$ cat src/rtl/req_grant_client_if.sv
// req_grant_client_if
//   Bundles the job-producer and arbiter signals of the request/grant client.
//   job_valid : producer -> client  per-channel job offer
//   job_ready : client -> producer  per-channel queue-not-full
//   grant     : arbiter -> client   grant vector
//   request   : client -> arbiter   registered request lines
//   busy      : client -> outside   channel owns resource and is granted now
//   done      : client -> outside   one-cycle burst-complete pulse
//   err       : client -> outside   sticky protocol error
// Modports: slave = the client block, master = the surrounding logic/bench.
interface req_grant_client_if #(
  parameter int N_CH = 4
);
  logic [N_CH-1:0] job_valid;
  logic [N_CH-1:0] job_ready;
  logic [N_CH-1:0] grant;
  logic [N_CH-1:0] request;
  logic [N_CH-1:0] busy;
  logic [N_CH-1:0] done;
  logic            err;

  modport master (
    output job_valid, grant,
    input  job_ready, request, busy, done, err
  );

  modport slave (
    input  job_valid, grant,
    output job_ready, request, busy, done, err
  );
endinterface

$ cat src/rtl/req_grant_client.sv
// req_grant_client
//   Requester side of the N_CH-channel request/grant handshake. Each channel
//   queues up to MAX_PEND jobs, requests the arbiter, owns the resource for
//   BURST_LEN granted cycles per job, then drops request for one gap cycle.
// Ports:
//   clk : system clock, rising edge
//   rst : synchronous active-high reset
//   bus : req_grant_client_if.slave (job_valid/job_ready, grant/request,
//         busy, done, err)
// Build option:
//   REQ_GRANT_CHECK_EN - when defined, err flags grant protocol violations
//   (sticky until rst); otherwise err is tied to 0.

// One channel: pend counter, burst counter and IDLE/REQ/BUSY/GAP FSM.
module req_grant_lane #(
  parameter int MAX_PEND  = 3,
  parameter int BURST_LEN = 4
) (
  input  logic clk,
  input  logic rst,
  input  logic job_valid_i,
  input  logic grant_i,
  output logic job_ready_o,
  output logic request_o,
  output logic busy_o,
  output logic done_o,
  output logic in_busy_o
);
  localparam int PW = $clog2(MAX_PEND + 1);
  localparam int BW = $clog2(BURST_LEN + 1);

  typedef enum logic [1:0] {S_IDLE, S_REQ, S_BUSY, S_GAP} state_e;

  state_e        state_q, state_d;
  logic [PW-1:0] pend_q, pend_d;
  logic [BW-1:0] burst_q, burst_d;
  logic          request_q;
  logic          accept;
  logic          handoff;

  // Queue side. The REQ->BUSY grant consumes one queued job.
  always_comb begin
    job_ready_o = !rst && (pend_q != PW'(MAX_PEND));
    accept      = job_valid_i && job_ready_o;
    handoff     = (state_q == S_REQ) && grant_i;
    pend_d      = pend_q;
    case ({accept, handoff})
      2'b10:   pend_d = pend_q + PW'(1);
      2'b01:   pend_d = pend_q - PW'(1);
      default: pend_d = pend_q;
    endcase
  end

  always_comb begin
    state_d = state_q;
    burst_d = burst_q;
    case (state_q)
      S_IDLE: if (pend_q != '0) state_d = S_REQ;
      S_REQ: begin
        // The accepting grant is a handshake, not a burst cycle.
        if (grant_i) begin
          state_d = S_BUSY;
          burst_d = BW'(BURST_LEN);
        end
      end
      S_BUSY: begin
        // Preempted cycles (grant low) leave the count frozen.
        if (grant_i) begin
          burst_d = burst_q - BW'(1);
          if (burst_q == BW'(1)) state_d = S_GAP;
        end
      end
      S_GAP: state_d = (pend_d != '0) ? S_REQ : S_IDLE;
      default: state_d = S_IDLE;
    endcase
  end

  always_ff @(posedge clk) begin
    if (rst) begin
      state_q   <= S_IDLE;
      pend_q    <= '0;
      burst_q   <= '0;
      request_q <= 1'b0;
    end else begin
      state_q   <= state_d;
      pend_q    <= pend_d;
      burst_q   <= burst_d;
      request_q <= (state_d == S_REQ) || (state_d == S_BUSY);
    end
  end

  assign request_o = request_q;
  assign busy_o    = (state_q == S_BUSY) && grant_i;
  assign done_o    = (state_q == S_GAP);
  assign in_busy_o = (state_q == S_BUSY);
endmodule

module req_grant_client #(
  parameter int N_CH      = 4,
  parameter int MAX_PEND  = 3,
  parameter int BURST_LEN = 4
) (
  input logic               clk,
  input logic               rst,
  req_grant_client_if.slave bus
);
  logic [N_CH-1:0] in_busy;

  genvar g;
  generate
    for (g = 0; g < N_CH; g++) begin : g_lane
      req_grant_lane #(
        .MAX_PEND  (MAX_PEND),
        .BURST_LEN (BURST_LEN)
      ) u_lane (
        .clk         (clk),
        .rst         (rst),
        .job_valid_i (bus.job_valid[g]),
        .grant_i     (bus.grant[g]),
        .job_ready_o (bus.job_ready[g]),
        .request_o   (bus.request[g]),
        .busy_o      (bus.busy[g]),
        .done_o      (bus.done[g]),
        .in_busy_o   (in_busy[g])
      );
    end
  endgenerate

`ifdef REQ_GRANT_CHECK_EN
  logic            err_q, err_d;
  logic [N_CH-1:0] orphan;
  logic            multi;
  logic            drop_viol;

  // orphan: grant on a channel that is not requesting.
  always_comb begin
    orphan    = bus.grant & ~bus.request;
    multi     = (bus.grant & (bus.grant - N_CH'(1))) != '0;
    drop_viol = 1'b0;
    for (int i = 0; i < N_CH; i++) begin
      if (in_busy[i] && !bus.grant[i] && ((orphan & ~(N_CH'(1) << i)) != '0))
        drop_viol = 1'b1;
    end
    err_d = err_q || (orphan != '0) || multi || drop_viol;
  end

  always_ff @(posedge clk) begin
    if (rst) err_q <= 1'b0;
    else     err_q <= err_d;
  end

  assign bus.err = err_q;
`else
  logic unused_in_busy;
  assign unused_in_busy = ^in_busy;
  assign bus.err        = 1'b0;
`endif
endmodule

$ cat src/flat_wrapper.sv
// flat-port wrapper written by rule: the top's interface ports become plain ports
module req_grant_client_flat 
#(
  parameter int N_CH      = 4,
  parameter int MAX_PEND  = 3,
  parameter int BURST_LEN = 4
)
  (clk, rst, bus_job_valid, bus_grant, bus_job_ready, bus_request, bus_busy, bus_done, bus_err);
  req_grant_client_if #(.N_CH(N_CH)) bus_i ();
  input logic clk;
  input logic rst;
  input wire logic [$bits(bus_i.job_valid)-1:0] bus_job_valid;
  input wire logic [$bits(bus_i.grant)-1:0] bus_grant;
  output wire logic [$bits(bus_i.job_ready)-1:0] bus_job_ready;
  output wire logic [$bits(bus_i.request)-1:0] bus_request;
  output wire logic [$bits(bus_i.busy)-1:0] bus_busy;
  output wire logic [$bits(bus_i.done)-1:0] bus_done;
  output wire logic [$bits(bus_i.err)-1:0] bus_err;
  assign bus_i.job_valid = bus_job_valid;
  assign bus_i.grant = bus_grant;
  assign bus_job_ready = bus_i.job_ready;
  assign bus_request = bus_i.request;
  assign bus_busy = bus_i.busy;
  assign bus_done = bus_i.done;
  assign bus_err = bus_i.err;
  req_grant_client #(.N_CH(N_CH), .MAX_PEND(MAX_PEND), .BURST_LEN(BURST_LEN)) u_core (.clk(clk), .rst(rst), .bus(bus_i));
endmodule
$ cat config.mk
export PLATFORM = sky130hd
export DESIGN_NAME = req_grant_client_flat
export DESIGN_NICKNAME = d
export VERILOG_FILES = /design/src/rtl/req_grant_client_if.sv /design/src/rtl/req_grant_client.sv /design/src/flat_wrapper.sv
export SDC_FILE = /design/constraint.sdc
export NUM_CORES = 1
export LEC_CHECK = 0
export BUFFER_PORTS_ARGS = -buffer_cell sky130_fd_sc_hd__buf_2
export CAP_MARGIN = 20
export CORE_MARGIN = 3
export CORE_UTILIZATION = 51
export DETAILED_ROUTE_END_ITERATION = 8
export GPL_ROUTABILITY_DRIVEN = 1
export GPL_TIMING_DRIVEN = 0
export PLACE_DENSITY = 0.72
export SYNTH_ARGS = -nofsm -noshare
export SYNTH_HDL_FRONTEND = slang
export SYNTH_SLANG_ARGS = --single-unit
$ cat constraint.sdc
create_clock -name clk -period 4.1 [get_ports clk]
set_input_delay 0.41 -clock clk [delete_from_list [all_inputs] [get_ports clk]]
set_output_delay 0.41 -clock clk [all_outputs]
set_load 0.05 [all_outputs]
==> reports/qor.csv, run 1 <==
stage;metric;value;unit
status;outcome;completed;
final_layout;layout.nets;293;
job;drv_cap;0;
setup_path;required;4320;ps
placed_design;dpl.hpwl;2620;µm
timing;hold_viol_final;0;
cts;post_cts_buffers;0;
logic_synthesis;avgSynthCellArea;8.39;µm²
logic_synthesis;synth_common_cells;32 x dfxtp_1, 25 x nor2_1, 20 x nand2_1, 19 x buf_4, 17 x inv_1;
logic_synthesis;synth_adder_area_share;0.0743;
logic_synthesis;synthArstFlopShare;0;
cts;cts_tree;done;
setup_path;worst-setup-path-type;in -> reg;
cts;cts_root_buffer;clkbuf_8;
route;vias;1654;
final_layout;diodes;0;
logic_synthesis;netlist_instances;241;
cts;hold_buffers;0;
final_layout;area_growth;13.1;%
timing;slew_violations;0;
logic_synthesis;synthFlopType;dfxtp_1;
logic_synthesis;syn_area;0.00202;mm²
cts;cts_buffer_depth;2;
cts;clkSlewWorstSetupHoldPaths;70;ps
route;wl_per_cell;11.6;µm
final_layout;final_cells;320;
setup_path;arrival;2250;ps
cts;clock-sinks;32;
grt;grt_pass1_vias;1512;
floorplan;fp.dieW;69.0;µm
setup_path;critPathSlowestCell;ha_1;
timing;period_share;0.494;
setup_path;crit_buf_inv;2;
logic_synthesis;ys_warn_count;0;
timing;hold_ws;389;ps
pwr;power_density;538;mW/mm²
placed_design;io_buffers;23;
floorplan;core;0.00374;mm²
floorplan;io_pins;27;
logic_synthesis;synth_simple_gate_area_frac;0.207;
grt;overflow;0;
logic_synthesis;synth_top_family_by_area;simple AND/OR/NAND/NOR gates;
logic_synthesis;synth-xor-area-share;0.0347;
floorplan;rows;22;
setup_path;path_cells;buf_4, buf_2, a21oi_1, nand2_1, ha_1, nor3b_1, a211o_1, a211oi_2, a2bb2oi_2;
timing;skew;4.18;ps
logic_synthesis;synth.distinct_cells;49;
logic_synthesis;syn_nets;263;
floorplan;initial_core_util;0.540;
final_layout;fin_util;0.611;
logic_synthesis;synth_top_area_frac;0.317;
logic_synthesis;synth_edf_count;0;
pwr;p_leak;1.01;nW
setup_path;max_stage_delay;350;ps
grt;grt_start_max_net_pins;11;
timing;min_period;2020;ps
hold_path;hp-class;in -> reg;
timing;rsz0062_at_grt;false;
final_layout;drive_gt1_frac;0.257;
grt;antenna_found_initial;0;
route;routed_wl;3700;µm
placed_design;dp_cells;312;
floorplan;fp.dieH;69.0;µm
route;drt_first_pass_iters;4;
logic_synthesis;ys_ff_latch;32;
logic_synthesis;synth_compound_area_frac;0.205;
grt;grt_pass1_wl;6320;µm
cts;cts_buffers;5;
setup_path;cp_max_fo;10;
timing;setup_violations;0;
route;drc;0;
setup_path;end_kind;flip-flop;
logic_synthesis;yosysTopAreaCell;dfxtp_1;
route;drtIter0Drc;30;
grt;track_usage;0.175;
placed_design;globalplace.congestion;0.777;
setup_path;cp-start-kind;primary input;
logic_synthesis;ys_seq_area_frac;0.317;
route;antenna_left;0;
logic_synthesis;yosys-top-cells-area;dfxtp_1 32%, ha_1 7.4%, buf_4 7.1%;
pwr;peakVddDrop;0.236;mV
floorplan;dieArea;0.00476;mm²
setup_path;crit_family;compound AO/OA/AOI/OAI gates;
logic_synthesis;synth_mux_area_frac;0.0266;
cts;worstSkewPairLatency;290;ps
route;vias_per_cell;5.17;
timing;setup_tns;0;ps
logic_synthesis;synth.most_common_cell;dfxtp_1;
timing;clock.fmax;0.494;GHz
cts;ctsResizeCount;0;
cts;h-tree-depth;2;
area by class of cell:
cell class,count,area (µm²)
fill,340,1460
multi-input combinational,163,1110
sequential,32,641
buffer,29,205
timing repair buffer,23,115
clock buffer,8,90.1
inverter,17,63.8
tap,48,60.1
final timing paths:
kind                                                                       from                                         endpoint  slack, ps  depth (start not counted)
worst min-delay path                                                        rst    u_core.g_lane[3].u_lane.state_q[0]$_SDFF_PP0_        390                          2
worst min register to register  u_core.g_lane[1].u_lane.burst_q[2]$_SDFFE_PP0P_  u_core.g_lane[1].u_lane.burst_q[2]$_SDFFE_PP0P_        490                          1
worst max-delay path                                                        rst     u_core.g_lane[2].u_lane.request_o$_SDFF_PP0_       2080                          9
worst max register to register    u_core.g_lane[1].u_lane.state_q[0]$_SDFF_PP0_     u_core.g_lane[1].u_lane.request_o$_SDFF_PP0_       2140                          7
per-stage QoR:
step	instance area (µm²)	worst slack (ps)	total power [mW]
6_report	2290	2080	1.23
3_3_place_gp	2200	1810	0.971
2_1_floorplan	2020	2000	0.889
3_5_place_dp	2200	1800	0.978
4_1_cts	2290	2080	1.24
5_1_grt	2290	1950	1.32
per-layer routing:
metal | global-route usage | part of all wire | vias to the layer above
met5 | 0 | 0 | -
met4 | 0.0657 | 0.015 | 0
met3 | 0.0486 | 0.032 | 6
met2 | 0.294 | 0.46 | 20
met1 | 0.213 | 0.49 | 753
li1 | - | - | 875
placed cells by master (no fill, tap or decap), types with 3 or more instances in the layout:
cell / Yosys / layout
nand2_1: 20 / 20
xnor2_1: 4 / 4
ha_1: 12 / 12
nor4_1: 4 / 4
buf_4: 19 / 19
a22oi_1: 6 / 6
xor2_1: 4 / 4
nand3b_1: 5 / 5
o21ai_0: 10 / 10
nand2b_1: 3 / 3
a311oi_1: 6 / 6
o21a_1: 3 / 3
nor2b_1: 4 / 4
a21oi_1: 13 / 13
dfxtp_1: 32 / 32
clkbuf_1: 1 / 3
clkbuf_8: 1 / 7
nor2_1: 25 / 25
buf_2: 4 / 27
a211oi_1: 3 / 3
or3_1: 4 / 4
nor3_1: 3 / 3
inv_1: 17 / 17
mux2_2: 3 / 3
sequential cells by signal, summed over array words and instances, names as in the netlist:
signal,flops
u_core.g_lane.u_lane.state_q,8
u_core.g_lane.u_lane.request_o,4
u_core.g_lane.u_lane.pend_q,8
u_core.g_lane.u_lane.burst_q,12
report_power, final:
group	internal, mW	switching, mW
clock	0.137	0.116
combinational	0.234	0.298
sequential	0.384	0.0621
worst register-to-register path: cells and delay by family, from the launching register on:
family / cells / cell delay [ps]
simple gates: 3 / 500
flops: 1 / 460
fa+ha+maj: 1 / 320
compound gates: 3 / 570
logic make-up after synthesis:
family,after synthesis
and+or+nand+nor,80
AOI/OAI and AO/OA,57
buffers and inverters,46
DFF,32
adders and majority gates,12
xor gates and xnor gates,8
muxes,5
other,1
(Power assumes the default switching activity.)
==> run 2, diff against run 1 <==
- PLACE_DENSITY: 0.72 -> 0.75
- clock period: 4.1 -> 1.75 ns (I/O delays scaled with it)
==> run 2 against run 1 <==
Compared with the run above: design area rose by 8.6%; sequential cell count stayed put; combinational power grew to 2.5 times the previous value; critical endpoint is now u_core.g_lane[3].u_lane.request_o$_SDFF_PP0_; largest cell class unchanged; largest power group unchanged.
==> reports/qor.csv, run 2 (synthesis results as in run 1) <==
stage;metric;value;unit
final_layout;layout_commonest_cell;buf_2;
pwr;p_leak;1.04;nW
floorplan;fp.dieH;69.0;µm
final_layout;final_cell_mix;25 x buf_2, 24 x buf_4, 22 x dfxtp_1;
pwr;power_density;1220;mW/mm²
grt;track_usage;0.179;
route;drt_first_pass_iters;4;
floorplan;initial_core_util;0.540;
floorplan;io_pins;27;
route;drtIter0Drc;50;
final_layout;multiInputGateArea;0.00125;mm²
final_layout;final_cells;323;
final_layout;layout.nets;296;
grt;grt_start_max_net_pins;13;
pwr;peakVddDrop;0.615;mV
grt;grt_pass1_wl;6330;µm
final_layout;stdcell_area;0.00248;mm²
cts;cts_tree;done;
status;outcome;completed;
route;drc;0;
floorplan;core;0.00374;mm²
grt;overflow;0;
setup_path;end_kind;flip-flop;
setup_path;crit_buf_inv;0;
placed_design;globalplace.congestion;0.787;
final_layout;drive_gt1_frac;0.382;
final_layout;largest_reg_flops;12;
pwr;power.total;3.04;mW
final_layout;regMostFlops;u_core.g_lane.u_lane.burst_q;
cts;hold_buffers;0;
setup_path;crit_family;compound AO/OA/AOI/OAI gates;
setup_path;cp_max_fo;5;
timing;hold_viol_final;0;
setup_path;critPathSlowestCell;dfxtp_4;
hold_path;hp-class;in -> reg;
cts;cts_root_buffer;clkbuf_8;
route;antenna_left;0;
cts;cts_buffers;5;
timing;clock.fmax;0.593;GHz
cts;clock-sinks;32;
route;routed_wl;3780;µm
cts;h-tree-depth;2;
timing;rsz0062_at_grt;true;
job;drv_cap;0;
floorplan;rows;22;
setup_path;cp-start-kind;flip-flop;
grt;grt_pass1_vias;1532;
setup_path;required;1980;ps
final_layout;area_growth;22.8;%
timing;post-route-worst-setup-slack;64.4;ps
placed_design;dp_cells;312;
timing;slew_violations;0;
setup_path;max_stage_delay;350;ps
cts;cts_buffer_depth;2;
placed_design;io_buffers;23;
cts;worstSkewPairLatency;280;ps
timing;min_period;1690;ps
timing;setup_violations;0;
final_layout;diodes;0;
floorplan;fp.dieW;69.0;µm
setup_path;path_cells;a21oi_4, nand2_2, ha_4, nor2b_4, a211o_1, a211oi_2, a2bb2oi_2;
timing;skew;3.12;ps
route;vias;1693;
setup_path;worst-setup-path-type;reg -> reg;
timing;period_share;0.963;
grt;antenna_found_initial;0;
final_layout;regArea;673;µm²
final_layout;fill_cells;350;
placed_design;dpl.hpwl;2610;µm
route;vias_per_cell;5.24;
cts;clkSlewWorstSetupHoldPaths;60;ps
placed_design;dpl_cell_area;0.00225;mm²
placed_design;post-place-ws;-153;ps
setup_path;arrival;1910;ps
final_layout;reg.largest.list;u_core.g_lane.u_lane.burst_q x12, u_core.g_lane.u_lane.pend_q x8, u_core.g_lane.u_lane.state_q x8;
route;wl_per_cell;11.7;µm
floorplan;dieArea;0.00476;mm²
==> run 2: routing by layer <==
metal / track usage / vias up / share of wire
met3: 0.0583 / 5 / 0.032
met5: 0 / - / 0
met2: 0.319 / 17 / 0.50
li1: - / 887 / -
met1: 0.196 / 784 / 0.45
met4: 0.0657 / 0 / 0.015
==> run 2: power by group <==
part	leakage, nW	switching, mW	internal [mW]
sequential	0.268	0.180	0.925
combinational	0.727	0.718	0.626
clock	0.0455	0.266	0.320
total	1.04	1.16	1.87
==> run 2: timing repair <==
item / 4_1_cts / 5_1_grt
setup buffers: 0 / 5
gates resized for setup: 14 / 25
pin swaps: 4 / 15
setup endpoints to repair: 7 / 8
==> run 2: worst paths after layout <==
path                                                    from                                              end  slack [ps]  cells past startpoint
max             u_core.g_lane[3].u_lane.pend_q[1]$_SDFF_PP0_     u_core.g_lane[3].u_lane.request_o$_SDFF_PP0_          60                      7
min                                                      rst    u_core.g_lane[3].u_lane.state_q[0]$_SDFF_PP0_         160                      2
max reg2reg     u_core.g_lane[3].u_lane.pend_q[1]$_SDFF_PP0_     u_core.g_lane[3].u_lane.request_o$_SDFF_PP0_          60                      7
min reg2reg  u_core.g_lane[0].u_lane.burst_q[1]$_SDFFE_PP0P_  u_core.g_lane[0].u_lane.burst_q[1]$_SDFFE_PP0P_         500                      2
==> run 2: area by class of cell <==
cell class                 instances  area share
multi-input combinational        163       0.504
sequential                        32       0.271
buffer                            27      0.0776
timing repair buffer              28      0.0615
clock buffer                       8      0.0363
inverter                          17      0.0257
tap                               48      0.0242
==> run 2: stage by stage <==
stage	hold WS, ps	util	setup TNS (ps)
floorplan	382	-	-20.2
global placement	470	0.601	-638
detailed placement	473	0.601	-688
CTS	161	0.633	-19.8
global route	155	0.663	-27.7
finish	156	0.663	0
==> run 3, diff against run 2 <==
==> constraint.sdc (replaced) <==
create_clock -name clk -period 1.75 [get_ports clk]
set_input_delay 0.4375 -clock clk [delete_from_list [all_inputs] [get_ports clk]]
set_output_delay 0.4375 -clock clk [all_outputs]
set_load 0.05 [all_outputs]
==> run 3 against run 2 <==
Compared with the run above: global-route usage grew 0.81 points; clock-buffer cell count shrank 2; sequential cell count is the same; highest routed layer unchanged; wire length grew 13%; hold slack gained 200 ps; die area is the same.
==> reports/qor.csv, run 3 (synthesis results as in run 1) <==
stage;metric;value;unit
cts;h-tree-depth;2;
placed_design;post-place-ws;-316;ps
grt;track_usage;0.187;
setup_path;required;1980;ps
pwr;combPwrFrac;0.464;
final_layout;area_growth;32.9;%
pwr;swShare;0.389;
final_layout;diodes;0;
job;drv_cap;0;
pwr;seqPwrFrac;0.349;
grt;grt_pass1_wl;6670;µm
placed_design;dpl.hpwl;2710;µm
floorplan;fp.dieH;69.0;µm
grt;grt_start_max_net_pins;11;
pwr;power_density;1200;mW/mm²
timing;hold_viol_final;0;
floorplan;fp.dieW;69.0;µm
route;routed_wl;4290;µm
setup_path;worst-setup-path-type;reg -> reg;
placed_design;dp_cells;312;
pwr;p_leak;1.13;nW
cts;cts_buffers;5;
pwr;internal_power;1.97;mW
floorplan;dieArea;0.00476;mm²
pwr;p_clk_frac;0.187;
floorplan;core;0.00374;mm²
timing;skew;3.84;ps
final_layout;largest_reg_flops;12;
floorplan;io_pins;27;
grt;antenna_found_initial;0;
timing;clock.fmax;0.578;GHz
placed_design;globalplace.congestion;0.769;
final_layout;layout_commonest_cell;buf_4;
timing;period_share;0.989;
route;antenna_left;0;
final_layout;fill_cells;320;
route;vias;1779;
route;wl_per_cell;12.9;µm
setup_path;max_stage_delay;350;ps
status;outcome;completed;
floorplan;rows;22;
final_layout;fin_util;0.718;
setup_path;cp-start-kind;flip-flop;
route;drtIter0Drc;46;
setup_path;path_cells;buf_8, nand2_4, nor2_4, ha_4, nor3b_1, a211o_1, a211oi_2, a2bb2oi_2;
cts;worstSkewPairLatency;290;ps
timing;slew_violations;0;
final_layout;final_cells;333;
timing;min_period;1730;ps
route;drt_first_pass_iters;4;
final_layout;layout.nets;306;
hold_path;hp-class;in -> reg;
floorplan;initial_core_util;0.540;
final_layout;reg.largest.list;u_core.g_lane.u_lane.burst_q x12, u_core.g_lane.u_lane.pend_q x8, u_core.g_lane.u_lane.state_q x8;
final_layout;final_cell_mix;32 x buf_4, 19 x nor2_1, 19 x dfxtp_1;
setup_path;cp_max_fo;5;
timing;hold_ws;353;ps
timing;worstMarginPinSlew;534;ps
cts;cts_buffer_depth;2;
route;vias_per_cell;5.34;
grt;grt_pass1_vias;1527;
cts;clock-sinks;32;
pwr;peakVddDrop;0.713;mV
timing;post-route-worst-setup-slack;19.6;ps
cts;clkSlewWorstSetupHoldPaths;70;ps
route;drc;0;
final_layout;drive_gt1_frac;0.439;
cts;cts_tree;done;
pwr;power.total;3.22;mW
timing;setup_violations;0;
setup_path;arrival;1960;ps
pwr;p_switching;1.25;mW
timing;rsz0062_at_grt;true;
grt;overflow;0;
setup_path;end_kind;flip-flop;
setup_path;critPathSlowestCell;dfxtp_2;
placed_design;io_buffers;23;
final_layout;regMostFlops;u_core.g_lane.u_lane.burst_q;
timing;slew_headroom;0.644;
cts;cts_root_buffer;clkbuf_8;
==> run 3: area by class of cell <==
cell class / count / area [µm²] / share of cell area
Buffer: 27 / 234 / 0.0871
Timing Repair Buffer: 38 / 275 / 0.102
Sequential cell: 32 / 672 / 0.250
Multi-Input combinational cell: 163 / 1290 / 0.480
Clock inverter: 2 / 10.0 / 0.00372
Inverter: 17 / 63.8 / 0.0237
Clock buffer: 6 / 82.6 / 0.0307
Tap cell: 48 / 60.1 / 0.0223
==> run 3: worst paths after layout <==
kind	startpoint	end	slack [ps]	depth (start not counted)
worst max-delay path	u_core.g_lane[3].u_lane.state_q[0]$_SDFF_PP0_	u_core.g_lane[3].u_lane.request_o$_SDFF_PP0_	20	8
worst max register to register	u_core.g_lane[3].u_lane.state_q[0]$_SDFF_PP0_	u_core.g_lane[3].u_lane.request_o$_SDFF_PP0_	20	8
worst min-delay path	rst	u_core.g_lane[3].u_lane.state_q[0]$_SDFF_PP0_	350	2
worst min register to register	u_core.g_lane[0].u_lane.burst_q[1]$_SDFFE_PP0P_	u_core.g_lane[0].u_lane.burst_q[1]$_SDFFE_PP0P_	490	2
==> run 3: per-layer routing <==
metal / track usage / routed length, µm / up-vias
met4: 0.0754 / 48 / 0
met5: 0 / 0 / -
met1: 0.216 / 1890 / 838
met3: 0.0502 / 159 / 5
met2: 0.324 / 2190 / 30
li1: - / - / 906
==> run 3: per-stage QoR <==
step	area, µm²	setup TNS, ps
final	2690	0
after global routing	2690	-154
after CTS	2460	-2.49
after detailed placement	2270	-2030
after global placement	2270	-1810
after floorplan	2100	-816
==> run 3: timing repair <==
item | 4_1_cts | 5_1_grt
pin swaps | 4 | 17
gates resized for setup | 20 | 47
endpoints found under the setup margin | 9 | 14
cloned | 0 | 1
buffers inserted | 6 | 8
hold buffers | 0 | 0
==> run 3: critical path, delay by kind of cell, from the launching register on <==
family	cells	cell delay, ps
AOI/OAI and AO/OA	3	670
DFF	1	350
and+or+nand+nor	3	300
adders and majority gates	1	230
buffers and inverters	1	110
==> run 3: power by group through the flow <==
stage / clock network (mW) / logic [mW] / registers [mW]
final: 0.603 / 1.49 / 1.12
after global routing: 0.650 / 1.64 / 1.15
after CTS: 0.616 / 1.41 / 1.05
after detailed placement: 0 / 1.29 / 1.06
after global placement: 0 / 1.27 / 1.06
after floorplan: 0 / 1.11 / 1.03
